### src/rtl/fpaddsub_norm_shift.sv
// Post-add normaliser for the FP adder/subtractor: classifies the raw sum, shifts out
// leading zeros (or right-shifts one on carry-out) and adjusts the exponent over two stages.
module fpaddsub_norm_shift #(
    parameter int MW = 24,
    parameter int EW = 8
) (
    input  logic          clk,
    input  logic          rst_n,
    input  logic          InValid,
    output logic          InReady,
    input  logic [MW:0]   SumM,
    input  logic [EW-1:0] SumE,
    output logic          OutValid,
    input  logic          OutReady,
    output logic [MW-1:0] NormM,
    output logic [EW-1:0] NormE,
    output logic          Sticky,
    output logic          Zero,
    output logic          Ovf,
    output logic          Unf
);

    localparam int SW = $clog2(MW);
    localparam logic [EW:0] EMAX = (EW+1)'((1 << EW) - 1);

    logic          s1_valid;
    logic [MW-1:0] s1_m;
    logic [1:0]    s1_fine;
    logic [EW-1:0] s1_e;
    logic          s1_sticky, s1_zero, s1_ovf, s1_unf;

    logic          s2_adv, s1_adv;
    logic [SW-1:0] lz;
    logic [EW:0]   e_ext, e_inc, e_dec, lz_ext;
    logic [SW-1:0] n_shift;
    logic [MW-1:0] n_src, n_m;
    logic [EW-1:0] n_e;
    logic          n_sticky, n_zero, n_ovf, n_unf;

    assign s2_adv  = !OutValid || OutReady;
    assign s1_adv  = !s1_valid || s2_adv;
    assign InReady = s1_adv;

    // Highest set bit wins; an all-zero field leaves lz at its MW-1 limit.
    always_comb begin
        lz = SW'(MW - 1);
        for (int i = 0; i < MW; i++) begin
            if (SumM[i]) lz = SW'(MW - 1 - i);
        end
    end

    assign e_ext  = {1'b0, SumE};
    assign e_inc  = e_ext + (EW+1)'(1);
    assign e_dec  = e_ext - (EW+1)'(1);
    assign lz_ext = (EW+1)'(lz);

    always_comb begin
        n_shift  = '0;
        n_src    = SumM[MW-1:0];
        n_e      = '0;
        n_sticky = 1'b0;
        n_zero   = 1'b0;
        n_ovf    = 1'b0;
        n_unf    = 1'b0;
        if (SumM == '0) begin
            n_zero = 1'b1;
            n_src  = '0;
        end else if (SumM[MW]) begin
            n_sticky = SumM[0];
            if (e_inc >= EMAX) begin
                n_ovf = 1'b1;
                n_e   = EMAX[EW-1:0];
                n_src = '0;
            end else begin
                n_src = SumM[MW:1];
                n_e   = e_inc[EW-1:0];
            end
        end else if (SumE == '0) begin
            n_e = '0;
        end else if (lz_ext < e_ext) begin
            n_shift = lz;
            n_e     = EW'(e_ext - lz_ext);
        end else begin
            // Exponent would go below 1: stop shifting and emit a denormal.
            n_shift = e_dec[SW-1:0];
            n_unf   = 1'b1;
        end
    end

    assign n_m = n_src << {n_shift[SW-1:2], 2'b00};

    always_ff @(posedge clk or negedge rst_n) begin
        if (!rst_n) begin
            s1_valid  <= 1'b0;
            s1_m      <= '0;
            s1_fine   <= '0;
            s1_e      <= '0;
            s1_sticky <= 1'b0;
            s1_zero   <= 1'b0;
            s1_ovf    <= 1'b0;
            s1_unf    <= 1'b0;
        end else if (s1_adv) begin
            s1_valid <= InValid;
            if (InValid) begin
                s1_m      <= n_m;
                s1_fine   <= n_shift[1:0];
                s1_e      <= n_e;
                s1_sticky <= n_sticky;
                s1_zero   <= n_zero;
                s1_ovf    <= n_ovf;
                s1_unf    <= n_unf;
            end
        end
    end

    always_ff @(posedge clk or negedge rst_n) begin
        if (!rst_n) begin
            OutValid <= 1'b0;
            NormM    <= '0;
            NormE    <= '0;
            Sticky   <= 1'b0;
            Zero     <= 1'b0;
            Ovf      <= 1'b0;
            Unf      <= 1'b0;
        end else if (s2_adv) begin
            OutValid <= s1_valid;
            if (s1_valid) begin
                NormM  <= s1_m << s1_fine;
                NormE  <= s1_e;
                Sticky <= s1_sticky;
                Zero   <= s1_zero;
                Ovf    <= s1_ovf;
                Unf    <= s1_unf;
            end
        end
    end

endmodule
### config.mk
export PLATFORM = sky130hd
export DESIGN_NAME = fpaddsub_norm_shift
export DESIGN_NICKNAME = d
export VERILOG_FILES = /design/src/rtl/fpaddsub_norm_shift.sv
export SDC_FILE = /design/constraint.sdc
export NUM_CORES = 1
export LEC_CHECK = 0
export BUFFER_PORTS_ARGS = -buffer_cell sky130_fd_sc_hd__buf_2
export CORE_ASPECT_RATIO = 1.5
export CORE_MARGIN = 2
export CORE_UTILIZATION = 40
export DETAILED_ROUTE_END_ITERATION = 6
export PLACE_DENSITY = 0.69
export SLEW_MARGIN = 20
export SYNTH_ARGS = -nofsm -noshare
export SYNTH_HDL_FRONTEND = slang
export SYNTH_SLANG_ARGS = --single-unit
### constraint.sdc
create_clock -name clk -period 1.6 [get_ports clk]
set_input_delay 0.32 -clock clk [delete_from_list [all_inputs] [get_ports clk]]
set_output_delay 0.32 -clock clk [all_outputs]
set_load 0.1 [all_outputs]
==> run metrics, run 1 <==
Die Width 95.32 µm; Starting Density 40.60%; Worst Setup End Kind flop; htree depth 3; Worst-Margin Slew 491.7 ps; layout cell share with drive strength beyond 1 55.18%; drt drc 0; CTS Sinks 76; Via density 5.806; fin crit share 236.6%; endpoints failing hold 0; first-pass GRT wire length 25,710 µm; Post-Syn Instances 499; Most common cell on crit path o21bai_1; final antenna-violating net count 0; skew final 3.771 ps; Reg-to-Reg Start OutValid$_DFFE_PN0P_; RSZ-0062 raised after global routing yes; GRT overflow 0; failing checks setup timing; all-layer global routing usage 24.83%; Yosys top cell by area dfrtp_1; Ys Warns 0; final wirelength 17,380 µm; Cell Rows 50; CP arrival 4000 ps; combinational share of power 46.4%; hpwl dp 12,380 µm; non-filler instance count after layout 890; status finished with violations; initial antenna violation count 0; CP required 1810 ps; Setup crit start kind primary input; CORE AREA 12,320 µm²; CTS tree yes; Hold Startpoint OutReady; drt wl/cell 19.53 µm; top post-synthesis cells by area dfrtp_1, mux4_2, mux2_2, nand2_1, a21oi_1; Post-Syn Area 5004 µm²; first-iteration detailed-routing DRC count 279; largest stage delay on the critical path 340 ps; sw frac 44.62%; GP Congestion 0.9048; Worst-path clk slew 60 ps; Yosys top cell area share 38.01%; final hold slack 274.9 ps; CP max FO 6; Max Root-Sink Buffers 2; Setup crit start SumM[1]; PnR Total Power 0.009293 W; asr flop ratio synth 100.0%; clk_lat worst skew 340 ps; Synth cell types 65; sequential fraction of the synthesis area 38.01%; Clk pwr share 25.3%; Synth top cells by count dfrtp_1, nand2_1, nor2_1; DR pass1 iterations 5; max-slew violation count 0; # setup viols final 37; Fin Setup TNS -63,200 ps; area delta synth->final 57.59%; Ports 75; vias in the first global route 5,144; Slowest cell on crit path mux4_2; ANT cells 0; CTS root buf clkbuf_16; P_int 0.005147 W; Mapped Nets 545; Most used DFF post-synth dfrtp_1; largest net degree at the start of global routing 54; maximum vdd drop 0.5887 mV; CTS buffer count 9; pre-CTS setup slack -2288 ps; worst min path class in2reg; Vias 5,167; most frequent cell after synthesis dfrtp_1; leak pwr 3.556 nW; Slew HR 67.44%; register bit total from synthesis 76; fmax 264.2 MHz; crit path kind in2reg; die area 13,440 µm²; Final nets 775; port bufs 74; Psw 0.004146 W; dpl cells 843; sequential power share 28.4%; Die Height 141.0 µm; Power Dens Cells 1179 nW/µm²; final setup margin -2186 ps; number of flops mapped to enable cells by yosys 0; crit path time final 3786 ps; syn_area_per_cell 10.03 µm²; crit path cell chain buf_6 > nor2b_4 > o21bai_1 > a21oi_1 > o21bai_1 > a211oi_2 > o21ai_1 > and2_1 > ha_2 > inv_2 > fa_2 > a211o_1 > a21o_1 > and2_4 > a211oi_4 > buf_4 > clkbuf_16 > mux4_2 > a222oi_1 > inv_1; # Max-Cap Violations 0
==> power by group through the flow <==
stage | sequential, W | combinational (W) | clock, W
6_report | 0.00264 | 0.00431 | 0.00235
3_5_place_dp | 0.00266 | 0.00401 | 0
4_1_cts | 0.00263 | 0.00408 | 0.00239
5_1_grt | 0.00269 | 0.00449 | 0.00246
2_1_floorplan | 0.00457 | 0.00108 | 0
3_3_place_gp | 0.00263 | 0.00396 | 0
==> repair_timing <==
action	4_1_cts	5_1_grt
setup endpoints to repair	39	51
endpoints found under the hold margin	73	0
pin swaps	6	35
buffers inserted	4	23
resized for setup	33	100
hold buffers	1	0
gates cloned	1	4
==> cell type report <==
cell class / instances / area (µm²)
fill: 948 / 4439
multi-input combinational: 378 / 3349
timing repair buffer: 251 / 2036
sequential: 76 / 1907
clock buffer: 9 / 225.2
tap: 156 / 195.2
clock inverter: 7 / 123.9
inverter: 13 / 48.80
==> metal layers <==
layer  share of wire (%)  wire [µm]  GRT usage (%)  vias up
met1                  36       6210          27.20     2572
met3                 3.6        631          3.207       74
li1                    -          -              -     2332
met2                  55       9508          44.00      189
met4                 5.9       1031          15.79        0
met5                   0          0              0        -
==> cells in the final DEF (no fill, tap or decap), types with 11 or more instances in the layout <==
cell,synthesis,routed
a21oi_1,30,14
a21oi_2,0,16
buf_2,2,66
buf_4,1,139
buf_6,4,31
clkbuf_16,0,13
dfrtp_1,76,74
inv_1,13,11
mux2_2,34,32
mux2i_1,12,11
mux4_2,20,20
nand2_1,43,41
nor2_1,36,34
nor2b_1,16,11
o21ai_1,6,12
==> worst max-delay path, delay by kind of cell <==
| family | cells | cell delay (ps) |
|---|---|---|
| AO/OA/AOI/OAI | 9 | 1820 |
| adder cells (fa/ha/maj) | 2 | 530 |
| buffers and inverters | 5 | 540 |
| multiplexers | 1 | 340 |
| AND/OR/NAND/NOR | 3 | 460 |
==> cell families (layout without fill, tap and decap cells) <==
kind of cell               Yosys count  in the layout  synth area share [%]
DFF                                 76             76                 38.01
AOI/OAI and AO/OA                  139            139                 19.41
muxes                               66             66                 19.05
adders and majority gates            9              9                 2.401
and+or+nand+nor                    152            152                 14.93
buffers and inverters               45            280                 4.101
xor gates and xnor gates            12             12                 2.101
==> through the flow <==
step	util, %	instance area [µm²]
2_1_floorplan	-	5099
3_3_place_gp	53.84	6635
3_5_place_dp	53.84	6635
4_1_cts	58.23	7177
5_1_grt	63.98	7885
6_report	63.98	7885
==> worst paths after layout <==
kind                                    endpoint  slack, ps  depth (start not counted)
setup / recovery             s1_m[8]$_DFFE_PN0P_      -2190                         20
hold / removal              OutValid$_DFFE_PN0P_        270                          3
setup reg to reg            s1_m[10]$_DFFE_PN0P_       -150                          8
hold reg to reg             NormM[4]$_DFFE_PN0P_        480                          2
max in group asynchronous   OutValid$_DFFE_PN0P_        810                          3
min in group asynchronous  NormM[21]$_DFFE_PN0P_        500                          3
==> sequential cells by signal (all words and copies together) (netlist names) <==
register / cells
Ovf: 1
s1_valid: 1
NormE: 8
Zero: 1
Unf: 1
s1_e: 8
s1_sticky: 1
s1_fine: 2
s1_unf: 1
s1_ovf: 1
NormM: 24
Sticky: 1
s1_m: 24
s1_zero: 1
OutValid: 1
(Power assumes the default switching activity.)
==> run 2, diff against run 1 <==
--- a/config.mk
+++ b/config.mk
@@ -5,11 +5,12 @@
 export SDC_FILE = /design/constraint.sdc
 export NUM_CORES = 1
 export LEC_CHECK = 0
-export BUFFER_PORTS_ARGS = -buffer_cell sky130_fd_sc_hd__buf_2
+export BUFFER_PORTS_ARGS = -buffer_cell sky130_fd_sc_hd__buf_4
 export CORE_ASPECT_RATIO = 1.5
 export CORE_MARGIN = 2
 export CORE_UTILIZATION = 40
 export DETAILED_ROUTE_END_ITERATION = 6
+export MAX_ROUTING_LAYER = met4
 export PLACE_DENSITY = 0.69
 export SLEW_MARGIN = 20
 export SYNTH_ARGS = -nofsm -noshare
==> run 2 against run 1 <==
  * The flow still finishes with violations (setup timing)
  * Sequential power about the same
  * Via count shrank 5.4%
  * Combinational power rose by 2%
  * First-iteration DRC count down 14%
  * Sequential share of layout area grew 0.44 points
  * Wire length fell by 7.1%
  * Die area unchanged
  * Final area fell by 1.8%
  * Final cell count is 1.6% lower
  * Utilization down 1.1 points
  * Non-clock buffer count decreased by 14
  * Fmax rose by 10%
==> run metrics, run 2 (synthesis gave the netlist of run 1 again) <==
status finished with violations; failing checks setup timing; met3 usage 3.528%; commonest cells after routing, fill and taps aside buf_4, dfrtp_1, nand2_1; largest stage delay on the critical path 380 ps; final wirelength 16,150 µm; Die Height 141.0 µm; most common cell after layout, fill and taps aside buf_4; first-pass GRT wire length 25,080 µm; # Max-Cap Violations 0; crit path kind in2reg; CORE AREA 12,320 µm²; non-filler instance count after layout 876; max-slew violation count 0; GP Congestion 0.9749; register area 1907 µm²; Reg-to-Reg Start OutValid$_DFFE_PN0P_; reg2reg end s1_m[17]$_DFFE_PN0P_; die area 13,440 µm²; Slew HR 62.20%; first-iteration detailed-routing DRC count 241; CP max FO 14; port bufs 74; Hold Path Sink OutValid$_DFFE_PN0P_; CTS buffer count 9; CP arrival 3640 ps; Worst-path clk slew 60 ps; Starting Density 40.60%; area delta synth->final 54.76%; Cell Rows 50; final antenna-violating net count 0; Max Root-Sink Buffers 2; layout cell share with drive strength beyond 1 53.33%; dpl cells 837; drt drc 0; clk_lat worst skew 340 ps; CTS Sinks 76; Worst-Margin Slew 566.9 ps; Vias 4,888; crit path time final 3438 ps; hpwl dp 12,160 µm; leak pwr 3.443 nW; Buf+Inv Stages, Crit Path 2; Multi-input gate area 3316 µm²; met1 Usage GRT 27.52%; vias in the first global route 5,000; GRT overflow 0; initial antenna violation count 0; drt wl/cell 18.44 µm; maximum vdd drop 0.5519 mV; fmax 290.8 MHz; Final nets 761; Largest regs NormM (24), s1_m (24); DR pass1 iterations 4; PnR Total Power 0.009206 W; worst min path class in2reg; htree depth 3; fin crit share 214.9%; Die Width 95.32 µm; hold path depth 3; Hold Startpoint OutReady; Power Dens Cells 1189 nW/µm²; ANT cells 0; FF-to-FF setup slack -120 ps; CTS root buf clkbuf_16; skew final 5.971 ps; RSZ-0062 raised after global routing yes; GR peak layer met2; # setup viols final 35; Worst Setup End Kind flop; final setup margin -1838 ps; endpoints failing hold 0; CTS tree yes; CP required 1800 ps; worst r2r path cells 7; CP delay by family, top compound AO/OA/AOI/OAI gates; largest net degree at the start of global routing 44; Ports 75; all-layer global routing usage 24.76%; Slowest cell on crit path fa_2; Setup crit start kind primary input; FILL cells 994; Via density 5.580; grt met2 use 43.33%; crit path cell chain buf_4 > nor2_1 > o31ai_4 > a211oi_2 > o31ai_1 > a21boi_1 > o31ai_4 > fa_2 > a211o_1 > a21o_1 > and2_4 > a211oi_4 > buf_12 > mux2i_1 > o21ai_1 > a222oi_1 > o31ai_1
-- run 2: cell count changes in the layout (fill, tap and decap cells not counted), sizes merged --
cell      before  now
buf          246  235
clkbuf        13   10
bufinv         3    2
clkinv         2    3
clkinvlp       1    2
inv           14   13
-- run 2: power breakdown --
part,internal (W),switching (W),total (W)
Sequential,0.00234,0.000310,0.00265
Clock,0.00137,0.000798,0.00217
Combinational,0.00140,0.00298,0.00439
Total,0.00511,0.00409,0.00921
-- run 2: per-layer routing --
metal / part of all wire [%] / wire (µm)
met1: 37 / 6041
met2: 55 / 8936
met3: 3.9 / 632
met4: 3.3 / 540
met5: 0 / 0
-- run 2: worst register-to-register path: cells and delay by family (launching register included) --
kind | cells | cell delay [ps]
flops | 1 | 470
simple gates | 3 | 370
buf+inv | 2 | 320
compound gates | 2 | 470
-- run 2: area by class of cell --
class	count	area share (%)
clock buffer	9	2.908
clock inverter	7	1.309
inverter	13	0.6302
multi-input combinational	378	42.82
sequential	76	24.62
tap	156	2.521
timing repair buffer	237	25.19
-- run 2: repair_timing --
item,4_1_cts,5_1_grt
setup buffers,10,13
cloned,1,1
pin swaps,13,18
hold buffers,1,0
hold endpoints to repair,19,0
resized for setup,60,44
setup endpoints to repair,37,40
-- run 2: through the flow --
stage	area (µm²)	setup TNS, ps	utilization (%)	hold WS, ps	setup slack (ps)
finish	7744	-55300	62.83	268.4	-1838
CTS	7465	-54740	60.57	266.6	-1843
detailed placement	6760	-68400	54.85	234.3	-2232
global route	7744	-63810	62.83	286.9	-2111
floorplan	5099	-59830	-	24.41	-2087
global placement	6760	-65920	54.85	226.8	-2150
-- run 2: worst max path at each step --
stage	end	depth (start not counted)	slack [ps]	startpoint
2_1_floorplan	s1_m[17]$_DFFE_PN0P_	20	-2090	SumM[1]
3_3_place_gp	s1_m[23]$_DFFE_PN0P_	20	-2150	SumM[1]
3_5_place_dp	s1_m[17]$_DFFE_PN0P_	20	-2230	SumM[1]
4_1_cts	s1_m[17]$_DFFE_PN0P_	20	-1840	SumM[1]
5_1_grt	s1_m[17]$_DFFE_PN0P_	20	-2110	SumM[1]
6_report	s1_m[17]$_DFFE_PN0P_	17	-1840	SumM[2]
